`src/rtl/alu_sequencer_if.sv`:
```
// Command and result handshake bundle for alu_sequencer.
// The master issues commands and consumes results; the slave is the sequencer.
interface alu_sequencer_if #(
    parameter int unsigned NIBBLES = 2
);
    localparam int unsigned W = 4 * NIBBLES;

    // Command channel
    logic         cmd_valid;
    logic         cmd_ready;
    logic [2:0]   cmd_op;
    logic [W-1:0] cmd_a;
    logic [W-1:0] cmd_b;
    logic         cmd_cin;

    // Result channel
    logic         res_valid;
    logic         res_ready;
    logic [W-1:0] res_data;
    logic         res_cout;
    logic         res_zero;

    modport master (
        output cmd_valid, cmd_op, cmd_a, cmd_b, cmd_cin, res_ready,
        input  cmd_ready, res_valid, res_data, res_cout, res_zero
    );

    modport slave (
        input  cmd_valid, cmd_op, cmd_a, cmd_b, cmd_cin, res_ready,
        output cmd_ready, res_valid, res_data, res_cout, res_zero
    );
endinterface

```
`src/rtl/alu_sequencer.sv`:
```
// Multi-cycle front-end for the external 4-bit combinational ALU.
// A wide command is split into 4-bit slices (LS slice first), carries are chained
// between slices, and one registered wide result with flags is returned.
//
// Timing: the command is latched on the accept edge. Each EXEC edge loads the ALU
// drive for the next slice while capturing alu_y of the slice driven in the
// previous cycle, so EXEC spans NIBBLES+1 edges and res_valid rises exactly
// NIBBLES+1 cycles after accept. The carry into slice k is derived from the
// registered drive and alu_y of slice k-1 on the same edge that loads slice k.
module alu_sequencer #(
    parameter int unsigned NIBBLES = 2
) (
    input  logic            clk,
    input  logic            rst,
    alu_sequencer_if.slave  bus,
    output logic [2:0]      alu_s,
    output logic [3:0]      alu_a,
    output logic [3:0]      alu_b,
    output logic            alu_cin,
    input  logic [3:0]      alu_y
);
    localparam int unsigned W  = 4 * NIBBLES;
    localparam int unsigned KW = (NIBBLES < 2) ? 1 : $clog2(NIBBLES + 1);

    typedef enum logic [1:0] {
        StIdle,
        StExec,
        StDone
    } state_e;

    state_e          state_q, state_d;
    logic [W-1:0]    a_q, a_d;
    logic [W-1:0]    b_q, b_d;
    logic            cin_q, cin_d;
    logic [KW-1:0]   k_q, k_d;
    logic [W-1:0]    acc_q, acc_d;

    logic [2:0]      alu_s_q, alu_s_d;
    logic [3:0]      alu_a_q, alu_a_d;
    logic [3:0]      alu_b_q, alu_b_d;
    logic            alu_cin_q, alu_cin_d;

    logic [W-1:0]    res_data_q, res_data_d;
    logic            res_cout_q, res_cout_d;
    logic            res_zero_q, res_zero_d;

    logic [31:0]     kk;
    logic            arith;
    logic            bp3;
    logic            slice_carry;

    assign kk = 32'(k_q);

    // Carry out of the slice currently on the ALU; the ALU itself has no carry output.
    always_comb begin
        arith       = (alu_s_q == 3'b000) || (alu_s_q == 3'b001);
        bp3         = (alu_s_q == 3'b001) ? ~alu_b_q[3] : alu_b_q[3];
        slice_carry = arith & ((alu_a_q[3] & bp3) | ((alu_a_q[3] | bp3) & ~alu_y[3]));
    end

    // Next-state logic: command latch, slice stepping and result commit.
    always_comb begin
        state_d    = state_q;
        a_d        = a_q;
        b_d        = b_q;
        cin_d      = cin_q;
        k_d        = k_q;
        acc_d      = acc_q;
        alu_s_d    = alu_s_q;
        alu_a_d    = alu_a_q;
        alu_b_d    = alu_b_q;
        alu_cin_d  = alu_cin_q;
        res_data_d = res_data_q;
        res_cout_d = res_cout_q;
        res_zero_d = res_zero_q;

        unique case (state_q)
            StIdle: begin
                if (bus.cmd_valid) begin
                    a_d     = bus.cmd_a;
                    b_d     = bus.cmd_b;
                    cin_d   = bus.cmd_cin;
                    alu_s_d = bus.cmd_op;
                    k_d     = '0;
                    state_d = StExec;
                end
            end
            StExec: begin
                // Capture the slice driven during the cycle that is now ending.
                if (kk != 0) begin
                    acc_d[4*(kk-1) +: 4] = alu_y;
                end
                if (kk < NIBBLES) begin
                    alu_a_d   = a_q[4*kk +: 4];
                    alu_b_d   = b_q[4*kk +: 4];
                    alu_cin_d = (kk == 0) ? cin_q : slice_carry;
                    k_d       = k_q + KW'(1);
                end else begin
                    // Result outputs only change here, so they hold between commands.
                    res_data_d = acc_d;
                    res_cout_d = slice_carry;
                    res_zero_d = (acc_d == '0);
                    state_d    = StDone;
                end
            end
            StDone: begin
                if (bus.res_ready) begin
                    state_d = StIdle;
                end
            end
            default: begin
                state_d = StIdle;
            end
        endcase
    end

    // State registers with asynchronous reset that discards any in-flight command.
    always_ff @(posedge clk or posedge rst) begin
        if (rst) begin
            state_q    <= StIdle;
            a_q        <= '0;
            b_q        <= '0;
            cin_q      <= 1'b0;
            k_q        <= '0;
            acc_q      <= '0;
            alu_s_q    <= '0;
            alu_a_q    <= '0;
            alu_b_q    <= '0;
            alu_cin_q  <= 1'b0;
            res_data_q <= '0;
            res_cout_q <= 1'b0;
            res_zero_q <= 1'b0;
        end else begin
            state_q    <= state_d;
            a_q        <= a_d;
            b_q        <= b_d;
            cin_q      <= cin_d;
            k_q        <= k_d;
            acc_q      <= acc_d;
            alu_s_q    <= alu_s_d;
            alu_a_q    <= alu_a_d;
            alu_b_q    <= alu_b_d;
            alu_cin_q  <= alu_cin_d;
            res_data_q <= res_data_d;
            res_cout_q <= res_cout_d;
            res_zero_q <= res_zero_d;
        end
    end

    // Output mapping: handshake flags decode straight from the state register.
    always_comb begin
        bus.cmd_ready = (state_q == StIdle);
        bus.res_valid = (state_q == StDone);
        bus.res_data  = res_data_q;
        bus.res_cout  = res_cout_q;
        bus.res_zero  = res_zero_q;
        alu_s         = alu_s_q;
        alu_a         = alu_a_q;
        alu_b         = alu_b_q;
        alu_cin       = alu_cin_q;
    end
endmodule

```
`src/flat_wrapper.sv`:
```
// flat-port wrapper written by rule: the top's interface ports become plain ports
module alu_sequencer_flat 
#(
    parameter int unsigned NIBBLES = 2
)
  (clk, rst, alu_s, alu_a, alu_b, alu_cin, alu_y, bus_cmd_valid, bus_cmd_op, bus_cmd_a, bus_cmd_b, bus_cmd_cin, bus_res_ready, bus_cmd_ready, bus_res_valid, bus_res_data, bus_res_cout, bus_res_zero);
  alu_sequencer_if #(.NIBBLES(NIBBLES)) bus_i ();
  input  logic clk;
  input  logic rst;
  output logic [2:0] alu_s;
  output logic [3:0] alu_a;
  output logic [3:0] alu_b;
  output logic alu_cin;
  input  logic [3:0] alu_y;
  input wire logic [$bits(bus_i.cmd_valid)-1:0] bus_cmd_valid;
  input wire logic [$bits(bus_i.cmd_op)-1:0] bus_cmd_op;
  input wire logic [$bits(bus_i.cmd_a)-1:0] bus_cmd_a;
  input wire logic [$bits(bus_i.cmd_b)-1:0] bus_cmd_b;
  input wire logic [$bits(bus_i.cmd_cin)-1:0] bus_cmd_cin;
  input wire logic [$bits(bus_i.res_ready)-1:0] bus_res_ready;
  output wire logic [$bits(bus_i.cmd_ready)-1:0] bus_cmd_ready;
  output wire logic [$bits(bus_i.res_valid)-1:0] bus_res_valid;
  output wire logic [$bits(bus_i.res_data)-1:0] bus_res_data;
  output wire logic [$bits(bus_i.res_cout)-1:0] bus_res_cout;
  output wire logic [$bits(bus_i.res_zero)-1:0] bus_res_zero;
  assign bus_i.cmd_valid = bus_cmd_valid;
  assign bus_i.cmd_op = bus_cmd_op;
  assign bus_i.cmd_a = bus_cmd_a;
  assign bus_i.cmd_b = bus_cmd_b;
  assign bus_i.cmd_cin = bus_cmd_cin;
  assign bus_i.res_ready = bus_res_ready;
  assign bus_cmd_ready = bus_i.cmd_ready;
  assign bus_res_valid = bus_i.res_valid;
  assign bus_res_data = bus_i.res_data;
  assign bus_res_cout = bus_i.res_cout;
  assign bus_res_zero = bus_i.res_zero;
  alu_sequencer #(.NIBBLES(NIBBLES)) u_core (.clk(clk), .rst(rst), .bus(bus_i), .alu_s(alu_s), .alu_a(alu_a), .alu_b(alu_b), .alu_cin(alu_cin), .alu_y(alu_y));
endmodule
```
`config.mk`:
```
export PLATFORM = sky130hd
export DESIGN_NAME = alu_sequencer_flat
export DESIGN_NICKNAME = d
export VERILOG_FILES = /design/src/rtl/alu_sequencer_if.sv /design/src/rtl/alu_sequencer.sv /design/src/flat_wrapper.sv
export SDC_FILE = /design/constraint.sdc
export NUM_CORES = 1
export LEC_CHECK = 0
export CORE_MARGIN = 2
export CORE_UTILIZATION = 40
export CTS_BUF_LIST = sky130_fd_sc_hd__clkbuf_8
export CTS_CLUSTER_SIZE = 12
export DETAILED_ROUTE_END_ITERATION = 8
export PLACE_DENSITY = 0.65
export SETUP_SLACK_MARGIN = 0.2
export SLEW_MARGIN = 20
export SYNTH_ARGS = -nofsm -noshare
export SYNTH_HDL_FRONTEND = slang
export SYNTH_SLANG_ARGS = --single-unit
```
`constraint.sdc`:
```
create_clock -name clk -period 4.9 [get_ports clk]
set_input_delay 1.225 -clock clk [delete_from_list [all_inputs] [get_ports clk]]
set_output_delay 1.225 -clock clk [all_outputs]
set_load 0.05 [all_outputs]
```
Word-level counts from Yosys, hierarchy flattened
Index checks and enable logic that the tools add are counted.
{"block": "word_totals", "reg_bits": 51, "latch_bits": 0, "mem_bits_ro": 0, "mem_count": 0, "ram_bits": 0}
{"block": "classes", "n_lt_le_gt_ge": 1, "div": 0, "mul": 0, "shift": 4, "reduce_logical": 12, "muxes": 12, "addsub": 3, "bitwise": 8, "eq_ne": 7}
{"operator": "negation 32 -> 34 bit", "n": 1}
{"operator": "variable shift 4 x 34 -> 8 bit, first input constant", "n": 1}
{"operator": "variable part select 4 x 34 -> 8 bit", "n": 1}
{"operator": "logical NOT 32 bit", "n": 1}
{"operator": "nonzero test 32 bit", "n": 1}
{"operator": "2-to-1 mux 8 bit", "n": 2}
{"operator": "variable part select 8 x 5 -> 4 bit", "n": 2}
{"operator": "2-to-1 mux 2 bit", "n": 5}
{"operator": "bitwise mux 8 bit", "n": 1}
{"operator": "logical NOT 8 bit", "n": 1}
{"operator": "inequality test 2 bit, second input constant", "n": 3}
{"operator": "one-hot mux 2 bit (3 select lines)", "n": 1}
{"operator": "AND reduction 2 bit", "n": 3}
{"operator": "AND reduction 3 bit", "n": 2}
{"operator": "one-hot mux 2 bit (2 select lines)", "n": 1}
{"operator": "bitwise AND 1 bit", "n": 3}
{"operator": "== test 3 x 1 -> 1 bit, second input constant", "n": 1}
{"operator": "logical NOT 3 bit", "n": 1}
{"operator": "NOT 1 bit", "n": 3}
{"operator": "subtractor 2 x 1 -> 3 bit, second input constant", "n": 1}
{"operator": "adder 2 x 1 -> 2 bit, second input constant", "n": 1}
{"operator": "== test 2 x 1 -> 1 bit, second input constant", "n": 1}
{"operator": "== test 2 bit, second input constant", "n": 1}
{"operator": "logical NOT 2 bit", "n": 1}
{"operator": "6 further kinds", "n": 8}

Depth between registers and ports, before layout
Gate-level depths: netlist of run 1.
{"block": "logic_depth", "ltp_word": 7, "ltp_mapped": 7, "mapped_depth_nobuf": 6}

Least setup slack after synthesis of run 1
No wires, ideal clock.
{"block": "synth_path", "kind": "register to output", "from": "register u_core.state_q[1]", "to": "output bus_cmd_ready", "path_stages_with_launch": 2, "t_arrival_ns": 1.069, "path_buffers": 0, "required_ns": 3.675, "path_slack_ns": 2.606, "cell_sequence": "dfrtp_1 nor2_1"}
{"block": "synth_between", "elab_chain_len": 1}
{"item": "from (decl)", "line": "alu_sequencer.sv:31", "rtl": "state_e state_q, state_d;"}
{"item": "from (signal assigned)", "line": "alu_sequencer.sv:120", "rtl": "state_q <= StIdle;"}
{"item": "from (signal assigned)", "line": "alu_sequencer.sv:134", "rtl": "state_q <= state_d;"}
{"item": "logical NOT 2 bit", "line": "alu_sequencer.sv:152", "rtl": "bus.cmd_ready = (state_q == StIdle);"}
{"item": "to (decl)", "line": "flat_wrapper.sv:21", "rtl": "output wire logic [$bits(bus_i.cmd_ready)-1:0] bus_cmd_ready;"}
No other way between the ends.

Final worst setup path of run 1
{"block": "layout_path", "from": "register u_core.state_q[0]", "to": "output bus_res_valid"}
{"block": "layout_between", "elab_chain_len": 1}
{"item": "== test 2 bit", "line": "alu_sequencer.sv:153", "rtl": "bus.res_valid = (state_q == StDone);"}
{"item": "to (decl)", "line": "flat_wrapper.sv:22", "rtl": "output wire logic [$bits(bus_i.res_valid)-1:0] bus_res_valid;"}
No other way between the ends.

==> results.ini, run 1 <==
[synthesis]
synthTopCellsByCount = dfrtp_1, mux2_2, nand2_1, nor2_1, a21oi_1
async_reset_ff_frac = 1.00
ys.warnings.count = 0
netlist_instances = 190
synth_most_common_cell = dfrtp_1
yosys.area.top_type = dfrtp_1
synth_nets = 222
synth_top_area_frac = 0.563
ys_seq_elements = 51
synthDistinctLibCells = 38
synthFlopType = dfrtp_1
synth.top_cells.by_area = dfrtp_1, mux2_2, mux2i_1
synth_edf_count = 0
synth.avg_cell_area_um2 = 11.9
syn_area_um2 = 2270
synth-seq-area-share = 0.563

[worst_setup_path]
r2r_start = u_core.k_q[0]
crit_type = reg -> out
endpoint_kind = output pin
rrSetupSlack_ps = 2450
arrival_ps = 1700
cp-start-kind = flip-flop
setup.worst_path.start = u_core.state_q[0]
crit_path_max_fanout = 3
rr_endpoint = u_core.bus.res_zero
endpoint = bus_res_valid
ff2ff_path_depth = 6
worstPathRequired_ps = 3670

[clocking]
numCtsBuffers = 5
cts.path.max_buffers = 2
numClockSinks = 51
cts_setup_buffers = 0
cts_tree = built
path_clk_slew_ps = 90
cts_hold_buf = 0
clkLatencyLatePin_ps = 300
cts-root-buf = clkbuf_8
cts_resized = 0
cts_max_level = 2

[final_layout]
design_area_um2 = 2920
finalNetCount = 273
drive_gt1_frac = 0.157
antenna_cells = 0
post-route-util = 0.531
fillers = 492
multi_input_area_um2 = 913
area_growth_pct = 28.9
seq_area_um2 = 1280

[worst_hold_path]
hold_class = reg -> reg

[placed_design]
place_hpwl_um = 2980
port-buffer-count = 51
placed_area_um2 = 2830
globalplace.congestion = 0.772

[detailed_routing]
ant_nets = 0
routed_wl_um = 4480
wl_per_cell_um = 14.3
dr.pass1.iters = 4
via_count = 1594
drt_iter0_markers = 85
vias_per_cell = 5.08
drc_errors = 0

[sta]
timing.setup.tns_ps = 0
rsz0062_at_grt = false
final_max_slew_viol_count = 0
fin_crit_ps = 2930
fmax_ghz = 0.342
hold_violations = 0
maxSlewHeadroom = 0.417
period_share = 0.597
setup_viol = 0
fin_hold_ws_ps = 482
fin_skew_ps = 7.09
max_slew.worst_pin.slew_ps = 874

[grt]
antenna_found_initial = 0
grt_pass1_vias = 1660
grt_max_degree = 52
grt_use_total = 0.158
grt_overflow_total = 0
grt_pass1_wl_um = 7800

[floorplan]
die-area_um2 = 6290
die_height_um = 79.3
core.rowCount = 27
fp.coreArea_um2 = 5510
io_pins = 52
fp.dieW_um = 79.3
initial_core_util = 0.412

[flow_run]
drv_cap = 0

[power]
leakagePower_nw = 1.22
power_density_nw_per_um2 = 679
ir_drop_uv = 430

[status]
status = finished, final reports clean

[worst min-delay path by stage]
stage / startpoint / end / cells past startpoint
floorplan: u_core.acc_q[5] / u_core.acc_q[5] / 1
global placement: u_core.bus.res_data[0] / u_core.bus.res_data[0] / 2
detailed placement: u_core.bus.res_data[0] / u_core.bus.res_data[0] / 2
CTS: u_core.bus.res_data[0] / u_core.bus.res_data[0] / 2
global route: u_core.bus.res_data[6] / u_core.bus.res_data[6] / 2
finish: u_core.bus.res_data[7] / u_core.bus.res_data[7] / 2
[per-stage QoR]
| step | setup WS (ps) | cells | total power [mW] |
|---|---|---|---|
| global placement | 2120 | 306 | 1.73 |
| global route | 1910 | 314 | 2.12 |
| floorplan | 2450 | 190 | 1.46 |
| finish | 1970 | 314 | 1.98 |
| CTS | 1960 | 314 | 2.00 |
| detailed placement | 2080 | 306 | 1.74 |
[layer usage]
| metal | wire (µm) | global-route usage | vias to the layer above |
|---|---|---|---|
| met5 | 0 | 0 | - |
| met4 | 29 | 0.0500 | 0 |
| met3 | 236 | 0.0398 | 4 |
| met2 | 1980 | 0.234 | 48 |
| met1 | 2240 | 0.227 | 766 |
| li1 | - | - | 776 |
[power by group]
part	switching, mW	internal [mW]	leakage (nW)
registers	0.131	0.599	0.625
logic	0.594	0.408	0.538
clock network	0.138	0.114	0.0526
[logic make-up (layout without fill, tap and decap cells)]
kind of cell               Yosys count  count (layout)  synth area share
DFF                                 51              51             0.563
and+or+nand+nor                     47              47             0.107
AOI/OAI and AO/OA                   41              41             0.125
muxes                               29              29             0.140
buffers and inverters               16              68            0.0347
adders and majority gates            5               5            0.0270
xor gates and xnor gates             1               1           0.00386
[placed cells by master (no fill, tap or decap), types with 2 or more instances in the layout]
cell type         n
nand2b_1          3
dfrtp_1          51
inv_1             8
ha_1              4
or4_1             2
a32o_1            6
nand4b_1          2
a221o_1           2
a21oi_1          11
mux2_2           21
o21ai_0          10
clkbuf_8          6
a22oi_1           5
mux2i_1           8
nor2_2            2
clkdlybuf4s50_1  51
nand2_1          14
nor2_1           14
[registers in the layout, summed over array words and instances, names as in the netlist, 2 cells and up]
signal / count
u_core.a_q: 8
u_core.acc_q: 8
u_core.b_q: 8
u_core.bus.res_data: 8
u_core.alu_a: 4
u_core.alu_b: 4
u_core.alu_s: 3
u_core.k_q: 2
u_core.state_q: 2
[area by class of cell]
| cell class | instances | share of cell area |
|---|---|---|
| clock buffers | 6 | 0.0282 |
| repair buffers | 52 | 0.177 |
| inverters | 8 | 0.0107 |
| multi-input cells | 123 | 0.312 |
| flip-flops and latches | 51 | 0.436 |
| clock inverters | 2 | 0.00428 |
| well taps | 72 | 0.0308 |
[critical path, stage by stage (launching register included)]
cell	delay, ps
dfrtp_1	390
nand2b_1	160
inv_1	50
clkdlybuf4s50_1	790
No activity file was read; power rests on OpenSTA's default activity.
==> run 2: changes to the inputs <==
==> constraint.sdc (replaced) <==
create_clock -name clk -period 3 [get_ports clk]
set_input_delay 0.75 -clock clk [delete_from_list [all_inputs] [get_ports clk]]
set_output_delay 0.75 -clock clk [all_outputs]
set_load 0.05 [all_outputs]
==> run 2 against run 1 <==
  * Die area unchanged
  * Combinational power increased by 67%
  * Register-to-register slack got worse by 1600 ps
  * Critical path depth unchanged
  * Sequential power increased by 60%
  * Via count decreased by 0.25%
  * Routed wire length decreased by 3.6%
  * Cell area increased by 1.0%
  * Non-clock buffer count increased by 5
  * Critical path type unchanged
  * Critical endpoint unchanged
  * Highest routed layer unchanged
==> results.ini, run 2 (synthesis results as in run 1) <==
[grt]
grt_pass1_wl_um = 7750  ; -0.70%
grt_pass1_vias = 1659  ; -0.060%
grt_overflow_total = 0  ; unchanged
grt_max_degree = 23  ; -56%
grt_use_total = 0.157  ; -0.000898
antenna_found_initial = 0  ; unchanged

[placed_design]
port-buffer-count = 51  ; unchanged
globalplace.congestion = 0.765  ; -0.88%
placed_area_um2 = 2870  ; +1.3%
place_hpwl_um = 3100  ; +4.2%

[power]
leakagePower_nw = 1.23  ; +1.5%
p_int_mw = 1.83  ; +63%
seqPwrFrac = 0.363  ; -0.005
power_density_nw_per_um2 = 1090  ; +61%
sw_frac_of_total = 0.433  ; -0.00163
ir_drop_uv = 572  ; +33%
clkPwrFrac = 0.121  ; -0.006
switchingPower_mw = 1.40  ; +62%
power_frac_comb = 0.516  ; +0.011

[final_layout]
area_growth_pct = 30.2
final_cell_mix = clkdlybuf4s50_1, dfrtp_1, mux2_2
design_area_um2 = 2950  ; +1.0%
finalNetCount = 278  ; +1.8%
antenna_cells = 0  ; unchanged
drive_gt1_frac = 0.174  ; +0.0171

[sta]
setup_viol = 0  ; unchanged
fmax_ghz = 0.409
max_slew.worst_pin.slew_ps = 664  ; -210 ps
timing.setup.tns_ps = 0  ; unchanged
fin_skew_ps = 3.78  ; -3.31 ps
maxSlewHeadroom = 0.558  ; +0.141
final_max_slew_viol_count = 0  ; unchanged
rsz0062_at_grt = false
fin_crit_ps = 2450
hold_violations = 0  ; unchanged
period_share = 0.816

[floorplan]
io_pins = 52  ; unchanged
die_height_um = 79.3  ; unchanged
fp.coreArea_um2 = 5510  ; unchanged
die-area_um2 = 6290  ; unchanged
initial_core_util = 0.412  ; unchanged
core.rowCount = 27  ; unchanged
fp.dieW_um = 79.3  ; unchanged

[worst_setup_path]
arrival_ps = 1700  ; about the same
rrSetupSlack_ps = 840  ; -1610 ps
worstPathRequired_ps = 2250  ; -1420 ps
cp-start-kind = flip-flop
rr_endpoint = u_core.bus.res_zero
r2r_start = u_core.k_q[0]
endpoint_kind = output pin
ff2ff_path_depth = 6  ; unchanged
crit_type = reg -> out
crit_path_max_fanout = 3  ; unchanged

[clocking]
numCtsBuffers = 5  ; unchanged
cts-root-buf = clkbuf_8
cts_setup_buffers = 0  ; unchanged
numClockSinks = 51  ; unchanged
cts_hold_buf = 0  ; unchanged
cts_resized = 0  ; unchanged
cts_tree = built
cts.path.max_buffers = 2  ; unchanged
cts_max_level = 2  ; unchanged
clkLatencyLatePin_ps = 300  ; about the same
path_clk_slew_ps = 90  ; about the same

[worst_hold_path]
hold_class = reg -> reg
min_path_cells = 2  ; unchanged
min_to = u_core.bus.res_data[1]
hold_start = u_core.bus.res_data[1]

[flow_run]
drv_cap = 0  ; unchanged

[detailed_routing]
vias_per_cell = 4.98  ; -1.8%
drt_iter0_markers = 77  ; -9.4%
routed_wl_um = 4320  ; -3.6%
ant_nets = 0  ; unchanged
via_count = 1590  ; -0.25%
drc_errors = 0  ; unchanged
dr.pass1.iters = 4  ; unchanged
wl_per_cell_um = 13.5  ; -5.1%

[status]
status = finished, final reports clean

==> run 2: cell types whose count changed in the layout (fill, tap and decap cells not counted) <==
| cell | before | now |
|---|---|---|
| clkinv_2 | 1 | 0 |
| inv_6 | 0 | 1 |
| inv_2 | 0 | 1 |
| buf_4 | 1 | 6 |
| clkinvlp_4 | 0 | 1 |
| clkbuf_8 | 6 | 5 |
| clkinv_4 | 1 | 0 |
==> run 2: how the worst max path moves through the flow <==
stage / start / endpoint
after floorplan: u_core.k_q[0] / u_core.bus.res_zero
after global placement: alu_y[3] / u_core.alu_cin
after detailed placement: alu_y[3] / u_core.alu_cin
after CTS: u_core.state_q[0] / bus_res_valid
after global routing: u_core.state_q[1] / bus_cmd_ready
final: u_core.state_q[0] / bus_res_valid
==> run 2: area by class of cell <==
class	count	area [µm²]
inverter	8	30.0
clock inverter	3	20.0
timing repair buffer	57	556
multi-input combinational	123	913
fill	486	2550
clock buffer	5	68.8
tap	72	90.1
sequential	51	1280
==> run 2: per-layer routing <==
metal  vias to the layer above  global-route usage  part of all wire
met5                         -                   0                 0
met4                         0              0.0466             0.013
met3                        10              0.0420             0.054
met2                        42               0.231              0.44
met1                       751               0.227              0.49
li1                        787                   -                 -
==> run 2: worst max-delay path, cell delays in order (launching register included) <==
cell	delay (ps)
dfrtp_1	400
nand2b_1	160
inv_1	50
clkdlybuf4s50_1	790
==> run 2: per-stage QoR <==
step                      hold slack, ps  std cells  utilization  setup slack [ps]  power (mW)
after floorplan                      466        190            -               941        2.39
after global placement               464        311        0.520               706        2.85
after detailed placement             471        311        0.520               675        2.87
after CTS                            492        319        0.536               529        3.27
after global routing                 518        319        0.536               464        3.48
final                                485        319        0.536               553        3.23
==> run 2: power by group through the flow <==
stage | clock [mW] | sequential [mW] | combinational (mW)
final | 0.390 | 1.17 | 1.67
after global routing | 0.436 | 1.22 | 1.82
after CTS | 0.409 | 1.18 | 1.68
after detailed placement | 0 | 1.19 | 1.68
after global placement | 0 | 1.19 | 1.66
after floorplan | 0 | 1.56 | 0.825
